File: src/rtl/cdc_bus_arb_pkg.sv
// Shared types and constants for the CDC bus arbiter.
package cdc_bus_arb_pkg;

  typedef enum logic [0:0] {
    StIdle = 1'b0,
    StGap  = 1'b1
  } arb_state_e;

  localparam logic [7:0] DefaultGap = 8'd8;

  // Population count of up to 16 simultaneous drop events.
  function automatic logic [4:0] count_ones(input logic [15:0] vec);
    logic [4:0] n;
    n = '0;
    for (int i = 0; i < 16; i++) begin
      n = n + {4'b0000, vec[i]};
    end
    return n;
  endfunction

endpackage

File: src/rtl/cdc_arb_rr.sv
// Round-robin pick: first pending requester after last_grant, wrapping around.
module cdc_arb_rr #(
  parameter int pNUM_REQ  = 4,
  parameter int pID_WIDTH = 2
) (
  input  logic [pNUM_REQ-1:0]  pending,
  input  logic [pID_WIDTH-1:0] last_grant,
  output logic [pNUM_REQ-1:0]  grant,
  output logic                 valid
);

  logic found;

  // Two passes with constant indices: upper part above last_grant, then the wrap.
  always_comb begin
    grant = '0;
    found = 1'b0;
    for (int i = 0; i < pNUM_REQ; i++) begin
      if (!found && pending[i] && (i > int'(last_grant))) begin
        grant[i] = 1'b1;
        found    = 1'b1;
      end
    end
    for (int i = 0; i < pNUM_REQ; i++) begin
      if (!found && pending[i] && (i <= int'(last_grant))) begin
        grant[i] = 1'b1;
        found    = 1'b1;
      end
    end
  end

  assign valid = |pending;

endmodule

File: src/rtl/cdc_bus_arb.sv
// Arbitrates one-shot requests onto a shared CDC pulse bus with a programmable gap.
// Optional drop counter enabled by defining CDC_ARB_DROP_COUNT_EN.
module cdc_bus_arb
  import cdc_bus_arb_pkg::*;
#(
  parameter int pNUM_REQ    = 4,
  parameter int pDATA_WIDTH = 8,
  parameter int pID_WIDTH   = 2
) (
  input  logic                            clk,
  input  logic                            reset_i,
  input  logic                            clear_error,
  input  logic [7:0]                      gap_cycles,
  input  logic [pNUM_REQ-1:0]             req_pulse,
  input  logic [pNUM_REQ*pDATA_WIDTH-1:0] req_data,
  output logic [pNUM_REQ-1:0]             req_pending,
  output logic [pNUM_REQ-1:0]             req_drop,
  output logic                            xfer_pulse,
  output logic [pID_WIDTH+pDATA_WIDTH-1:0] xfer_data,
  input  logic                            xfer_overflow,
  output logic                            arb_error,
  output logic [7:0]                      drop_count
);

  arb_state_e                        state_q, state_d;
  logic [7:0]                        gap_cnt_q, gap_cnt_d;
  logic [pID_WIDTH-1:0]              last_q, last_d;
  logic [pNUM_REQ-1:0]               pending_q, pending_d;
  logic [pDATA_WIDTH-1:0]            slot_q [pNUM_REQ];
  logic [pDATA_WIDTH-1:0]            slot_d [pNUM_REQ];
  logic [pNUM_REQ-1:0]               drop_q, drop_d;
  logic                              err_q, err_d;
  logic                              xfer_pulse_q, xfer_pulse_d;
  logic [pID_WIDTH+pDATA_WIDTH-1:0]  xfer_data_q, xfer_data_d;

  logic [pNUM_REQ-1:0]    grant_oh;
  logic                   rr_valid;
  logic                   do_grant;
  logic [pID_WIDTH-1:0]   grant_id;
  logic [pDATA_WIDTH-1:0] grant_payload;
  logic [pNUM_REQ-1:0]    drop_ev;

  cdc_arb_rr #(
    .pNUM_REQ  (pNUM_REQ),
    .pID_WIDTH (pID_WIDTH)
  ) u_rr (
    .pending    (pending_q),
    .last_grant (last_q),
    .grant      (grant_oh),
    .valid      (rr_valid)
  );

  assign do_grant = (state_q == StIdle) && rr_valid;

  always_comb begin
    grant_id      = '0;
    grant_payload = '0;
    for (int i = 0; i < pNUM_REQ; i++) begin
      if (grant_oh[i]) begin
        grant_id      = pID_WIDTH'(i);
        grant_payload = slot_q[i];
      end
    end
  end

  // A strobe into the slot being granted refills it instead of counting as a drop.
  always_comb begin
    pending_d = pending_q;
    slot_d    = slot_q;
    drop_ev   = '0;
    for (int i = 0; i < pNUM_REQ; i++) begin
      if (do_grant && grant_oh[i]) begin
        pending_d[i] = 1'b0;
      end
      if (req_pulse[i]) begin
        if (!pending_q[i] || (do_grant && grant_oh[i])) begin
          pending_d[i] = 1'b1;
          slot_d[i]    = req_data[i*pDATA_WIDTH +: pDATA_WIDTH];
        end else begin
          drop_ev[i] = 1'b1;
        end
      end
    end
  end

  always_comb begin
    drop_d = drop_ev | (drop_q & ~{pNUM_REQ{clear_error}});
    err_d  = (|drop_ev) | xfer_overflow | (err_q & ~clear_error);
  end

  always_comb begin
    state_d      = state_q;
    gap_cnt_d    = gap_cnt_q;
    last_d       = last_q;
    xfer_pulse_d = 1'b0;
    xfer_data_d  = '0;
    unique case (state_q)
      StIdle: begin
        if (rr_valid) begin
          state_d      = StGap;
          gap_cnt_d    = (gap_cycles == 8'd0) ? 8'd1 : gap_cycles;
          last_d       = grant_id;
          xfer_pulse_d = 1'b1;
          xfer_data_d  = {grant_id, grant_payload};
        end
      end
      StGap: begin
        if (gap_cnt_q <= 8'd1) begin
          state_d = StIdle;
        end else begin
          gap_cnt_d = gap_cnt_q - 8'd1;
        end
      end
      default: state_d = StIdle;
    endcase
  end

  always_ff @(posedge clk or posedge reset_i) begin
    if (reset_i) begin
      state_q      <= StIdle;
      gap_cnt_q    <= '0;
      last_q       <= pID_WIDTH'(pNUM_REQ - 1);
      pending_q    <= '0;
      drop_q       <= '0;
      err_q        <= 1'b0;
      xfer_pulse_q <= 1'b0;
      xfer_data_q  <= '0;
      for (int i = 0; i < pNUM_REQ; i++) begin
        slot_q[i] <= '0;
      end
    end else begin
      state_q      <= state_d;
      gap_cnt_q    <= gap_cnt_d;
      last_q       <= last_d;
      pending_q    <= pending_d;
      drop_q       <= drop_d;
      err_q        <= err_d;
      xfer_pulse_q <= xfer_pulse_d;
      xfer_data_q  <= xfer_data_d;
      for (int i = 0; i < pNUM_REQ; i++) begin
        slot_q[i] <= slot_d[i];
      end
    end
  end

`ifdef CDC_ARB_DROP_COUNT_EN
  logic [7:0] drop_cnt_q, drop_cnt_d;
  logic [8:0] drop_sum;

  // Clear and new drops in one cycle: the new drops survive.
  always_comb begin
    drop_sum   = {1'b0, (clear_error ? 8'd0 : drop_cnt_q)} + 9'(count_ones(16'(drop_ev)));
    drop_cnt_d = drop_sum[8] ? 8'hFF : drop_sum[7:0];
  end

  always_ff @(posedge clk or posedge reset_i) begin
    if (reset_i) begin
      drop_cnt_q <= '0;
    end else begin
      drop_cnt_q <= drop_cnt_d;
    end
  end

  assign drop_count = drop_cnt_q;
`else
  assign drop_count = '0;
`endif

  assign req_pending = pending_q;
  assign req_drop    = drop_q;
  assign arb_error   = err_q;
  assign xfer_pulse  = xfer_pulse_q;
  assign xfer_data   = xfer_data_q;

endmodule

File: config.mk
export PLATFORM = sky130hd
export DESIGN_NAME = cdc_bus_arb
export DESIGN_NICKNAME = d
export VERILOG_FILES = /design/src/rtl/cdc_bus_arb_pkg.sv /design/src/rtl/cdc_arb_rr.sv /design/src/rtl/cdc_bus_arb.sv
export SDC_FILE = /design/constraint.sdc
export NUM_CORES = 1
export LEC_CHECK = 0
export CAP_MARGIN = 20
export CORE_AREA = 2 2 107 78
export DETAILED_ROUTE_END_ITERATION = 10
export DIE_AREA = 0 0 109 80
export DONT_BUFFER_PORTS = 1
export HOLD_SLACK_MARGIN = 0.12
export PLACE_DENSITY = 0.51
export SYNTH_ARGS = -nofsm -noshare
export SYNTH_HDL_FRONTEND = slang
export SYNTH_SLANG_ARGS = --single-unit
File: constraint.sdc
create_clock -name clk -period 2.09 [get_ports clk]
set_input_delay 0.418 -clock clk [delete_from_list [all_inputs] [get_ports clk]]
set_output_delay 0.418 -clock clk [all_outputs]
set_load 0.03 [all_outputs]
; ---- Yosys cells after proc, flatten, opt, wreduce, memory -nomap -nowiden
; Index checks and enable logic that the tools add are counted.
[totals]
mem_bits_ro = 0
elab_cells = 119
n_memories = 0
ramBits = 0
inputBits = 48
register_bits = 63
output_inout_bits = 28
latchBits = 0
[classes]
n_lt_le_gt_ge = 7
n_mul = 0
reduce_logical = 40
n_eq_ne = 2
mux = 49
shift = 0
n_div = 0
addsub = 1
n_bitwise = 8
[op_table]
columns = op, n
row1 = 8-bit two-way mux, 7
row2 = 1-bit two-way mux, 36
row3 = 10-bit two-way mux, 2
row4 = 1-bit logical AND, 17
row5 = 8-bit one-hot mux with 2 select lines, 1
row6 = 2-bit AND reduction, 6
row7 = 1-bit zero test, 10
row8 = "8-bit by 1-bit <= comparator with 1-bit output, second input constant", 1
row9 = 8-bit zero test, 1
row10 = 4-bit OR reduction, 2
row11 = "8-bit by 1-bit subtractor with 8-bit output, second input constant", 1
row12 = 4-bit bitwise AND, 1
row13 = "2-bit greater-than comparator, first input constant", 2
row14 = "2-bit <= comparator, first input constant", 2
row15 = 1-bit logical OR, 4
row16 = 2-bit two-way mux, 2
row17 = "2-bit != test, second input constant", 2
row18 = 4-bit NOT, 1
row19 = 4-bit bitwise OR, 1
row20 = "1-bit by 2-bit greater-than comparator with 1-bit output, first input constant", 1
row21 = "1-bit by 2-bit <= comparator with 1-bit output, first input constant", 1
row22 = 1-bit NOT, 2
row23 = 1-bit bitwise OR, 2
row24 = 1-bit one-hot mux with 2 select lines, 1
row25 = 1-bit bitwise AND, 1

; ---- Logic depth before layout (Yosys ltp)
[logic_depth]
depth_word = 33
mapped_depth = 8
mapped_depth_nobuf = 8

; ---- Cells and area by module
; Synthesis repeated with hierarchy kept, for this count alone.
[hier_totals]
cells_unflattened = 267
area_unflattened_um2 = 3037.9
[by_module_without_submodules]
columns = mod, instances, seq_area_each_um2, area_per_inst_um2, cells_per_inst
row1 = cdc_bus_arb, 1, 1579.0, 2916.5, 249
row2 = cdc_arb_rr, 1, 0.0, 121.4, 18

; ---- Worst setup path before layout
; OpenSTA, ideal clock, no wires.
[synth_timing]
kind = reg2reg
start = register pending_q[1] (netlist: req_pending[1])
end = register slot_q[0] (netlist name)
t_arrival_ps = 1947
period_less_slack_ps = 2072
slack_ps = 18
path_stages_with_launch = 8
t_required_ps = 1965
cell_sequence = dfrtp_1 > buf_2 > o21ba_2 > or3_1 > o311ai_0 > and2_1 > buf_4 > mux2_2
[synth_between]
elab_chain_cells = 28
elab_cells_between_ends = 31
cone_classes = 8 x mux / 23 x reduce/logical
[synth_rtl]
columns = element, line_no
row1 = from (decl), cdc_bus_arb.sv:28  ; logic [pNUM_REQ-1:0] pending_q, pending_d;
row2 = from (signal assigned), cdc_bus_arb.sv:135  ; pending_q <= pending_d;
row3 = 1-bit logical AND, cdc_arb_rr.sv:19  ; if (!found && pending[i] && (i > int'(last_grant))) begin
row4 = 1-bit two-way mux, cdc_arb_rr.sv:19
row5 = 1-bit zero test, cdc_arb_rr.sv:19
row6 = 1-bit logical AND (2 in a row), cdc_arb_rr.sv:19
row7 = 1-bit two-way mux, cdc_arb_rr.sv:19
row8 = 1-bit zero test, cdc_arb_rr.sv:19
row9 = 1-bit logical AND (2 in a row), cdc_arb_rr.sv:19
row10 = 1-bit two-way mux, cdc_arb_rr.sv:19
row11 = [... 8 more ...], --
row12 = 1-bit logical AND (2 in a row), cdc_arb_rr.sv:25  ; if (!found && pending[i] && (i <= int'(last_grant))) begin
row13 = 1-bit two-way mux, cdc_arb_rr.sv:25
row14 = 1-bit zero test, cdc_arb_rr.sv:25
row15 = 1-bit logical AND (2 in a row), cdc_arb_rr.sv:25
row16 = 1-bit two-way mux, cdc_arb_rr.sv:25
row17 = 1-bit logical AND (*), cdc_bus_arb.sv:76  ; if (!pending_q[i] || (do_grant && grant_oh[i])) begin
row18 = 1-bit logical OR (*), cdc_bus_arb.sv:76
row19 = 2-bit AND reduction (no source line) (*), --
row20 = "to (signal, indexed assignment)", cdc_bus_arb.sv:141  ; slot_q[i] <= slot_d[i];
row21 = to (decl), cdc_bus_arb.sv:29  ; logic [pDATA_WIDTH-1:0] slot_q [pNUM_REQ];
; Every way passes the cells marked *; elsewhere a longest branch is shown, timed or not.
; A chain may end at the register's enable or synchronous reset.

; ---- Worst setup path in the final report
[layout_timing]
start = register last_q[1]
end = register xfer_data_q[7] (netlist: xfer_data[7])
[layout_between]
elab_chain_cells = 29
elab_cells_between_ends = 42
cone_classes = 6 x order compare / 18 x mux / 18 x reduce/logical
[layout_rtl]
columns = element, line_no
row1 = from (decl), cdc_bus_arb.sv:27  ; logic [pID_WIDTH-1:0] last_q, last_d;
row2 = from (signal assigned), cdc_bus_arb.sv:122  ; last_q <= pID_WIDTH'(pNUM_REQ - 1);
row3 = from (signal assigned), cdc_bus_arb.sv:134  ; last_q <= last_d;
row4 = 1-bit by 2-bit greater-than comparator with 1-bit output, cdc_arb_rr.sv:19
row5 = 1-bit logical AND, cdc_arb_rr.sv:19
row6 = 1-bit two-way mux, cdc_arb_rr.sv:19
row7 = 1-bit zero test, cdc_arb_rr.sv:19
row8 = 1-bit logical AND (2 in a row), cdc_arb_rr.sv:19
row9 = 1-bit two-way mux, cdc_arb_rr.sv:19
row10 = 1-bit zero test, cdc_arb_rr.sv:19
row11 = 1-bit logical AND (2 in a row), cdc_arb_rr.sv:19
row12 = [... 11 more ...], --
row13 = 1-bit two-way mux, cdc_arb_rr.sv:25
row14 = 1-bit zero test, cdc_arb_rr.sv:25
row15 = 1-bit logical AND (2 in a row), cdc_arb_rr.sv:25
row16 = 1-bit two-way mux, cdc_arb_rr.sv:25
row17 = 8-bit two-way mux (*), cdc_bus_arb.sv:59  ; if (grant_oh[i]) begin
row18 = 10-bit two-way mux (*), cdc_bus_arb.sv:99  ; if (rr_valid) begin
row19 = 10-bit two-way mux (*), cdc_bus_arb.sv:97  ; unique case (state_q)
row20 = via xfer_data_d[7], cdc_bus_arb.sv:34  ; logic [pID_WIDTH+pDATA_WIDTH-1:0] xfer_data_q, xfer_data_d;
row21 = to (signal assigned), cdc_bus_arb.sv:139  ; xfer_data_q <= xfer_data_d;
row22 = to (decl), cdc_bus_arb.sv:34
; Mark *: on every way through the listed nets, which the timed path passes. The rest lies on a longest branch.

==> flow_metrics.tcl <==
set metrics [dict create \
    most-common-layout-cells "dfrtp_1, mux2_2, o21ai_0" \
    synth_warnings 0 \
    p_per_area_mw_per_mm2 1430 \
    min_period_ps 2020 \
    worst-setup-path-type "reg -> reg" \
    synth.ff_latch_count 63 \
    netlist_area_sq_mm 0.00301 \
    detail-route-antenna-nets 0 \
    synth.distinct_cells 54 \
    finalHoldViolCount 0 \
    cp_max_fo 11 \
    cts.sinks 63 \
    grt_pass1_vias 2146 \
    cts_tree "done" \
    grtUsageTotal 0.175 \
    ys.flop_type "dfrtp_1" \
    worstMarginPinSlew_ps 522 \
    grt_start_max_net_pins 46 \
    p_leak_nw 1.51 \
    die_area_sq_mm 0.00872 \
    met1_usage 0.268 \
    ys_seq_area_frac 0.525 \
    drt-pass1-iter-count 4 \
    crit_required_ps 2300 \
    timing.final.crit_share 0.968 \
    start_util 0.392 \
    wire_per_inst_microns 18.3 \
    place_congestion 0.791 \
    power_mw 4.91 \
    holdCritStartpoint "req_pulse[3]" \
    wl_mm 7.13 \
    max_slew_margin 0.652 \
    nets 334 \
    slowest_delay_ps 530 \
    num-fill-cells 735 \
    synthCells 269 \
    n_antenna_cell 0 \
    drt_iter0_markers 86 \
    numCtsBuffers 9 \
    cp-startpoint "last_q[1]$_DFFE_PP1P_" \
    ctsRootBufferMaster "clkbuf_8" \
    area_delta_synth_final_pct 14.3 \
    worstReg2RegStart "last_q[1]$_DFFE_PP1P_" \
    timing.fmax_mhz 495 \
    setup.worst_path.start_class "flip-flop" \
    drc 0 \
    row_count 27 \
    gr-usage-met3 0.0678 \
    crit_family "compound AO/OA/AOI/OAI gates" \
    whs_ps 179 \
    ys_async_sr_fraction 1.00 \
    clock_path_buffers 2 \
    cts_setup_buffers 0 \
    crit_path_end_kind "flip-flop" \
    arrival_ps 2240 \
    vias 2090 \
    clkSlewWorstSetupHoldPaths_ps 70 \
    ios 76 \
    rsz0062_at_grt "true" \
    cts-htree-levels 3 \
    status "finished, final reports clean" \
    cp_num_buf_inv 1 \
    setup_viol 0 \
    avgSynthCellArea_sq_um 11.2 \
    fin_worst_skew_ps 5.48 \
    grt_busiest_layer "met1" \
    grt_pass1_wl_mm 11.3 \
    antenna_found_initial 0 \
    drv_slew 0 \
    die_w_microns 109 \
    crit_chain "buf_4 > nand2b_1 > a21oi_1 > nor3b_4 > a221oi_2 > o32ai_1" \
    cpMaxStageDelayCell "dfstp_2" \
    synth_edf_count 0 \
    irDropWorstVdd_mv 0.495 \
    die_height_microns 80 \
    overflow 0 \
    min_path_type "in -> reg" \
    layout-drive-gt1-share 0.311 \
    viasPerCell 5.36 \
    dpl.hpwl_mm 5.24 \
    insertion_delay_ps 340 \
    mostFrequentLayoutCell "dfrtp_1" \
    met2_usage 0.221 \
    maxCapViolCount 0 \
    coreArea_sq_mm 0.00767 \
    io_buffers 0 \
]
synthesized netlist by cell type (2+ instances only):
master	instances	share of area
nand2b_1	5	0.010
buf_2	5	0.0083
a221oi_1	4	0.012
o311ai_0	2	0.0058
a21oi_1	11	0.018
dfstp_2	2	0.017
nor3_1	4	0.0067
inv_1	10	0.012
o32ai_1	4	0.012
o211ai_1	2	0.0050
ha_1	2	0.0083
nand3_1	2	0.0033
nor2b_1	3	0.0062
or2_2	2	0.0042
a31oi_1	5	0.010
a22oi_1	5	0.012
mux2_2	33	0.12
buf_1	2	0.0025
nor4_1	2	0.0042
buf_4	9	0.022
a22o_1	2	0.0058
clkbuf_1	4	0.0050
nor2_1	9	0.011
mux2i_1	4	0.013
a21o_1	3	0.0075
dfrtp_1	61	0.51
o21ai_0	20	0.033
clkbuf_2	2	0.0033
nand2_1	22	0.027
o21a_1	4	0.010
worst register-to-register path, stage by stage (launching register included):
cell	delay (ps)
dfstp_2	530
buf_4	160
nand2b_1	140
a21oi_1	170
nor3b_4	380
a221oi_2	140
o32ai_1	380
power breakdown:
part           total, mW  internal (mW)  leakage, nW  switching [mW]
clock network       1.05          0.552       0.0956           0.496
registers           2.10           1.66        0.772           0.442
logic               1.76          0.829        0.639           0.935
total               4.91           3.04         1.51            1.87
state kept, by name, summed over array words and instances, names as in the netlist:
| register | flops |
|---|---|
| xfer_data | 10 |
| req_pending | 4 |
| last_q | 2 |
| xfer_pulse | 1 |
| gap_cnt_q | 8 |
| state_q | 1 |
| req_drop | 4 |
| slot_q | 32 |
| arb_error | 1 |
final timing paths:
check                                                end  slack (ps)  depth (start not counted)
worst max register to register    xfer_data[7]$_DFF_PP0_          70                          6
worst max-delay path              xfer_data[7]$_DFF_PP0_          70                          6
min in group asynchronous         xfer_data[8]$_DFF_PP0_         580                          3
worst min register to register    slot_q[22]$_DFFE_PP0P_         510                          1
worst min-delay path            req_pending[3]$_DFF_PP0_         180                          2
max in group asynchronous          last_q[1]$_DFFE_PP1P_        1220                          3
per-layer routing:
| metal | wire length (microns) | up-vias | part of all wire |
|---|---|---|---|
| met1 | 3630 | 1020 | 0.51 |
| met5 | 0 | - | 0 |
| met2 | 2830 | 77 | 0.40 |
| li1 | - | 987 | - |
| met3 | 610 | 6 | 0.086 |
| met4 | 61 | 0 | 0.0086 |
what timing repair did:
item | in CTS | in global routing
resized for setup | 0 | 11
hold buffers | 1 | 0
hold endpoints to repair | 61 | 0
setup endpoints to repair | 0 | 36
through the flow:
| stage | area (sq um) | instances | TNS, ps | utilization | worst slack, ps |
|---|---|---|---|---|---|
| 2_1_floorplan | 3040 | 276 | 0 | - | 18.0 |
| 3_3_place_gp | 3180 | 373 | 0 | 0.415 | 71.7 |
| 3_5_place_dp | 3180 | 373 | 0 | 0.415 | 61.5 |
| 4_1_cts | 3390 | 390 | 0 | 0.442 | 31.0 |
| 5_1_grt | 3440 | 390 | -242 | 0.448 | -25.8 |
| 6_report | 3440 | 390 | 0 | 0.448 | 67.8 |
layout make-up:
| class | instances | area [sq um] | share of cell area |
|---|---|---|---|
| clock inverter | 7 | 72.6 | 0.0211 |
| multi-input combinational | 179 | 1330 | 0.387 |
| sequential | 63 | 1580 | 0.459 |
| clock buffer | 9 | 124 | 0.0360 |
| inverter | 12 | 47.5 | 0.0138 |
| tap | 101 | 126 | 0.0368 |
| timing repair buffer | 19 | 158 | 0.0459 |
kinds of logic (layout without fill, tap and decap cells):
logic type	count (synthesis)	count (layout)	synth area share
adder cells (fa/ha/maj)	2	2	0.00831
other	1	8	0.00125
multiplexers	37	37	0.137
AND/OR/NAND/NOR	58	58	0.100
AO/OA/AOI/OAI	74	74	0.171
flip-flops	63	63	0.525
buffers and inverters	34	47	0.0574
(Power assumes the default switching activity.)
